### src/rtl/continuous_monitoring_system_pkg.sv
`default_nettype none
// ============================================================================
// Module   : continuous_monitoring_system_pkg
// Brief    : Shared types for the continuous monitoring system, including the
//            trace filter rule format and filter controller state encoding.
// Revision : 1.0 - initial trace filter controller additions
// ============================================================================
package continuous_monitoring_system_pkg;

  localparam int RISC_V_INSTRUCTION_WIDTH = 32;

  // Action applied to a trace entry when a rule (or the default) selects it
  typedef enum logic [0:0] {
    ACT_KEEP = 1'b0,
    ACT_DROP = 1'b1
  } filter_action_e;

  // Rule table controller: RUN accepts writes, COPY moves shadow to active
  typedef enum logic [0:0] {
    RUN  = 1'b0,
    COPY = 1'b1
  } filter_ctrl_state_e;

  typedef struct packed {
    logic                                en;
    filter_action_e                      action;
    logic [RISC_V_INSTRUCTION_WIDTH-1:0] mask;
    logic [RISC_V_INSTRUCTION_WIDTH-1:0] match;
  } rule_t;

  // A rule hits when enabled and the masked instruction equals its match value
  function automatic logic rule_hits(input rule_t rule,
                                     input logic [RISC_V_INSTRUCTION_WIDTH-1:0] word);
    return rule.en && ((word & rule.mask) == rule.match);
  endfunction

endpackage
`default_nettype wire

### src/rtl/trace_filter_rule_match.sv
`default_nettype none
// ============================================================================
// Module   : trace_filter_rule_match
// Brief    : Combinational priority matcher over the active rule table. The
//            lowest-index hitting rule decides; otherwise the default applies.
// Revision : 1.0 - initial release
// ============================================================================
module trace_filter_rule_match
  import continuous_monitoring_system_pkg::*;
#(
  parameter int NUM_RULES = 8
) (
  input  rule_t [NUM_RULES-1:0]                rules,
  input  filter_action_e                       default_action,
  input  logic [RISC_V_INSTRUCTION_WIDTH-1:0]  instr,
  output logic                                 hit,
  output logic [$clog2(NUM_RULES)-1:0]         hit_index,
  output filter_action_e                       action
);

  localparam int IDX_W = $clog2(NUM_RULES);

  logic [NUM_RULES-1:0] w_hit_vec;

  // Each rule compares independently; priority is resolved below
  generate
    for (genvar g = 0; g < NUM_RULES; g++) begin : g_rule_hit
      assign w_hit_vec[g] = rule_hits(rules[g], instr);
    end
  endgenerate

  // Scan from the highest index down so the lowest hitting index wins last
  always_comb begin
    hit       = 1'b0;
    hit_index = '0;
    action    = default_action;
    for (int i = NUM_RULES - 1; i >= 0; i--) begin
      if (w_hit_vec[i]) begin
        hit       = 1'b1;
        hit_index = IDX_W'(i);
        action    = rules[i].action;
      end
    end
  end

endmodule
`default_nettype wire

### src/rtl/trace_filter_ctrl.sv
`default_nettype none
// ============================================================================
// Module   : trace_filter_ctrl
// Brief    : Trace filter controller. Double-buffered mask/match rule table
//            with atomic commit, 1-cycle per-instruction drop decision and
//            saturating drop/pass statistics.
// Revision : 1.0 - initial release
// ============================================================================
module trace_filter_ctrl
  import continuous_monitoring_system_pkg::*;
#(
  parameter int NUM_RULES = 8,
  parameter int CNT_WIDTH = 32
) (
  input  logic                                clk,
  input  logic                                rst,
  input  logic                                enable,
  input  logic                                cfg_valid,
  output logic                                cfg_ready,
  input  logic [$clog2(NUM_RULES)-1:0]        cfg_addr,
  input  rule_t                               cfg_rule,
  input  logic                                cfg_default_action,
  input  logic                                commit,
  output logic                                commit_done,
  input  logic                                instr_valid,
  input  logic [RISC_V_INSTRUCTION_WIDTH-1:0] instr,
  output logic                                drop_valid,
  output logic                                drop_instr,
  output logic [CNT_WIDTH-1:0]                drop_count,
  output logic [CNT_WIDTH-1:0]                pass_count,
  input  logic                                cnt_clear
);

  localparam int IDX_W = $clog2(NUM_RULES);

  filter_ctrl_state_e          r_state;
  filter_ctrl_state_e          w_state_next;
  logic                        w_copy_en;
  logic                        w_cfg_fire;

  rule_t [NUM_RULES-1:0]       r_shadow;
  rule_t [NUM_RULES-1:0]       r_active;
  filter_action_e              r_default;

  logic                        r_commit_done;
  logic                        r_drop_valid;
  logic                        r_drop_instr;
  logic [CNT_WIDTH-1:0]        r_drop_count;
  logic [CNT_WIDTH-1:0]        r_pass_count;

  logic                        w_match_hit;
  logic [IDX_W-1:0]            w_match_index;
  filter_action_e              w_match_action;
  logic                        w_is_drop;
  logic                        w_unused_match_info;

  trace_filter_rule_match #(
    .NUM_RULES (NUM_RULES)
  ) u_rule_match (
    .rules          (r_active),
    .default_action (r_default),
    .instr          (instr),
    .hit            (w_match_hit),
    .hit_index      (w_match_index),
    .action         (w_match_action)
  );

  // Hit details are informational only; the decision uses the resolved action
  assign w_unused_match_info = ^{w_match_hit, w_match_index};

  assign w_cfg_fire = cfg_valid && cfg_ready;
  assign w_is_drop  = enable && (w_match_action == ACT_DROP);

  // State register for the commit sequencer
  always_ff @(posedge clk) begin
    if (rst) begin
      r_state <= RUN;
    end else begin
      r_state <= w_state_next;
    end
  end

  // Next-state and handshake decode; commits arriving during COPY are dropped
  always_comb begin
    w_state_next = r_state;
    w_copy_en    = 1'b0;
    cfg_ready    = 1'b0;
    unique case (r_state)
      RUN: begin
        cfg_ready = 1'b1;
        if (commit) begin
          w_state_next = COPY;
        end
      end
      COPY: begin
        w_copy_en    = 1'b1;
        w_state_next = RUN;
      end
      default: begin
        w_state_next = RUN;
      end
    endcase
  end

  // Rule banks: writes land in shadow, active only changes in the COPY cycle
  always_ff @(posedge clk) begin
    if (rst) begin
      r_shadow  <= '0;
      r_active  <= '0;
      r_default <= ACT_KEEP;
    end else begin
      if (w_cfg_fire) begin
        r_shadow[cfg_addr] <= cfg_rule;
      end
      if (w_copy_en) begin
        r_active  <= r_shadow;
        r_default <= filter_action_e'(cfg_default_action);
      end
    end
  end

  // Completion pulse follows the COPY cycle by one clock
  always_ff @(posedge clk) begin
    if (rst) begin
      r_commit_done <= 1'b0;
    end else begin
      r_commit_done <= w_copy_en;
    end
  end

  // Result register: one result per sampled instruction, no backpressure
  always_ff @(posedge clk) begin
    if (rst) begin
      r_drop_valid <= 1'b0;
      r_drop_instr <= 1'b0;
    end else begin
      r_drop_valid <= instr_valid;
      r_drop_instr <= instr_valid && w_is_drop;
    end
  end

  // Saturating statistics; clear wins over a same-cycle increment
  always_ff @(posedge clk) begin
    if (rst || cnt_clear) begin
      r_drop_count <= '0;
      r_pass_count <= '0;
    end else if (instr_valid && enable) begin
      if (w_match_action == ACT_DROP) begin
        if (!(&r_drop_count)) begin
          r_drop_count <= r_drop_count + CNT_WIDTH'(1);
        end
      end else begin
        if (!(&r_pass_count)) begin
          r_pass_count <= r_pass_count + CNT_WIDTH'(1);
        end
      end
    end
  end

  assign commit_done = r_commit_done;
  assign drop_valid  = r_drop_valid;
  assign drop_instr  = r_drop_instr;
  assign drop_count  = r_drop_count;
  assign pass_count  = r_pass_count;

endmodule
`default_nettype wire
### config.mk
export PLATFORM = sky130hd
export DESIGN_NAME = trace_filter_ctrl
export DESIGN_NICKNAME = d
export VERILOG_FILES = /design/src/rtl/continuous_monitoring_system_pkg.sv /design/src/rtl/trace_filter_rule_match.sv /design/src/rtl/trace_filter_ctrl.sv
export SDC_FILE = /design/constraint.sdc
export NUM_CORES = 2
export LEC_CHECK = 0
export CORE_ASPECT_RATIO = 0.7
export CORE_MARGIN = 3
export CORE_UTILIZATION = 65
export CTS_CLUSTER_SIZE = 8
export DETAILED_ROUTE_END_ITERATION = 12
export PLACE_DENSITY = 0.92
export SYNTH_ARGS = -nofsm -noshare
export SYNTH_HDL_FRONTEND = slang
export SYNTH_SLANG_ARGS = --single-unit
### constraint.sdc
create_clock -name clk -period 10.19 [get_ports clk]
set_input_delay 2.5475 -clock clk [delete_from_list [all_inputs] [get_ports clk]]
set_output_delay 2.5475 -clock clk [all_outputs]
set_load 0.005 [all_outputs]
==> out/metrics.csv <==
metric,value,unit
outcome,"complete, but fails checks",
failed_checks,"capacitance limit, slew limit",
core.rowCount,80,
dr.pass1.iters,11,
grt_max_degree,261,
slew_violations,2,
wl_per_cell,25.8,um
critPathMaxFanout,59,
hold_buffers,0,
fin_crit_sh,0.697,
antenna_found_initial,19,
die_w,322,um
p_int,0.00737,W
path_buf_inv,1,
cts_sinks,1125,
cts_tree,done,
drive_above_1_share,0.0465,
grt_pass1_vias,38800,
max_stage_delay,1.39,ns
yosys_warnings,0,
maxCapViolCount,1,
dp_hpwl,98900,um
wirelength,159000,um
finalSetupTns,0,ns
via_count,41000,
synth-seq-area-share,0.496,
syn2layout_area_growth,12.4,%
die_y,227,um
cts_setup_buffers,0,
core,68700,um^2
min_path_type,reg2reg,
final_nets,5365,
grt_pass1_wl,232000,um
io_pins,177,
grtUsageTotal,0.421,
grt_setup_unrepaired,false,
p_leak,18.2,nW
portBuffers,176,
drt_first_iter_violations,6729,
switchingPower,0.00235,W
final_cell_mix,"nand2_1 (1282), dfxtp_1 (1124), a21oi_1 (607), nor2_1 (556), mux2i_1 (543)",
overflow,0,
crit_chain,"clkdlybuf4s50_1, nand2_1, xnor2_1, nor4_1, o211ai_1, nor4_1, a211oi_1, o21a_1, o21ai_4, o311ai_0, o41ai_1",
cts_max_path_buffers,3,
synthArstFlopShare,0,
fmax,141,MHz
drc,0,
ys_ff_latch,1125,
numCtsBuffers,158,
synthFlopType,dfxtp_1,
cp.required,10.82,ns
worst_slew_pin_slew,1.71,ns
synth_area_per_cell,8.56,um^2
cp-start-kind,input port,
postRouteAntennaNets,0,
cp_common_cell,nor4_1,
clkTransAtPathRegs,0.05,ns
cp_slowest_cell,nor4_1,
die_area,73100,um^2
ir_drop,0.154,mV
viasPerCell,6.63,
root_buffer,clkbuf_16,
place_congestion,1.02,
syn-cell-area,45400,um^2
cts-htree-levels,4,
period_needed,7.11,ns
total_power,0.00973,W
power.density,191,nW/um^2
start_util,0.661,
cp.arrival,7.73,ns
power_switching_share,0.242,
fillers,4496,
maxSlewHeadroom,-0.147,
criticalPathCategory,in2reg,
hold_viol_final,0,
pwr-share-seq,0.463,
ys_types,68,
insertion_delay,0.77,ns
end_kind,register,
finalClockSkew,0.0364,ns
clkPwrFrac,0.483,
layout_commonest_cell,nand2_1,
setup_viol,0,
cts_resized,0,
synth-edff-count,0,
syn-num-nets,5414,
cp_top_family,compound AO/OA/AOI/OAI gates,
netlist_instances,5303,
p_comb_frac,0.054,
==> logic make-up (layout without fill, tap and decap cells) <==
family / Yosys count / in the layout / synth area share
flops: 1125 / 1125 / 0.496
fa+ha+maj: 2 / 2 / 0.000551
simple gates: 2229 / 2229 / 0.208
mux: 543 / 543 / 0.120
xor+xnor: 122 / 122 / 0.0235
compound gates: 848 / 848 / 0.109
other cells: 0 / 11 / 0
buf+inv: 434 / 400 / 0.0426
==> metrics by stage <==
stage                     instance area, um^2  hold WS, ns  utilization  worst slack (ns)  instances
final                                   51000        0.451        0.743              3.08       6182
after global routing                    51000        0.466        0.743              3.07       6177
after CTS                               51000        0.453        0.743              3.52       6171
after detailed placement                46800        0.446        0.681              2.93       5996
after global placement                  46800        0.441        0.681              3.10       5996
after floorplan                         45400        0.436            -              5.03       5303
==> worst reg2reg max path, stage by stage (launching register included) <==
cell      delay, ns
dfxtp_1        0.41
nand2_1        0.11
xnor2_1        0.16
nor4_1         1.37
o211ai_1       0.26
nor4_1         0.33
a211oi_1       0.12
o21a_1         0.30
o21ai_4        0.98
o311ai_0       0.40
o41ai_1        0.15
==> flip-flops by register name, summed over array words and instances, names as in the netlist <==
signal and cells:
drop_instr 1, commit_done 1, r_shadow 528, pass_count 32, r_default 1, r_active 528
drop_valid 1, r_state 1, drop_count 32
==> routing by layer <==
metal / part of all wire / GRT usage
met5: 0.0019 / 0.0184
met1: 0.36 / 0.528
met2: 0.40 / 0.585
met4: 0.062 / 0.252
met3: 0.18 / 0.204
==> power groups by stage <==
stage	clock [W]	combinational, W	sequential, W
after global routing	0.00487	0.000535	0.00450
after global placement	0	0.000482	0.00458
after detailed placement	0	0.000490	0.00458
final	0.00470	0.000526	0.00450
after floorplan	0	0.000326	0.00457
after CTS	0.00468	0.000494	0.00450
==> cells in the mapped netlist, types with 5 or more instances <==
master	instances	area, um^2
a2111o_1	18	203
a211oi_1	25	188
a21boi_0	47	353
a21boi_1	5	37.5
a21o_1	28	210
a21oi_1	607	3040
a22oi_1	6	45.0
and2_1	10	62.6
and3_1	50	313
and3b_1	54	473
and4_1	12	105
buf_1	57	214
buf_2	28	140
buf_4	65	488
clkbuf_1	271	1020
dfxtp_1	1125	22500
inv_1	8	30.0
mux2i_1	543	5440
nand2_1	1284	4820
nand3_1	62	310
nand3b_1	7	52.6
nand4_1	54	338
nor2_1	557	2090
nor3_1	24	120
nor4_1	45	282
o211ai_1	5	37.5
o21ai_0	26	130
o22a_1	17	149
o31ai_1	13	97.6
o41ai_1	7	61.3
or3_1	34	213
or4_1	18	135
xnor2_1	42	368
xor2_1	80	701
==> cell type report <==
cell class,count,area (um^2),share of cell area
antenna,11,27.5,0.000539
sequential,1125,22500,0.441
timing repair buffer,217,2090,0.0409
clock buffer,160,3980,0.0780
inverter,8,30.0,0.000588
tap,902,1130,0.0221
clock inverter,15,254,0.00498
multi-input combinational,3744,21000,0.412
==> final timing paths <==
check	startpoint	endpoint	slack (ns)	cells past startpoint
worst min register to register	r_shadow[413]	r_shadow[413]	0.45	2
worst max register to register	r_active[496]	pass_count[13]	5.49	10
worst min-delay path	r_shadow[413]	r_shadow[413]	0.45	2
worst max-delay path	instr[28]	pass_count[13]	3.08	11
Power figures use the tool's default switching activity.
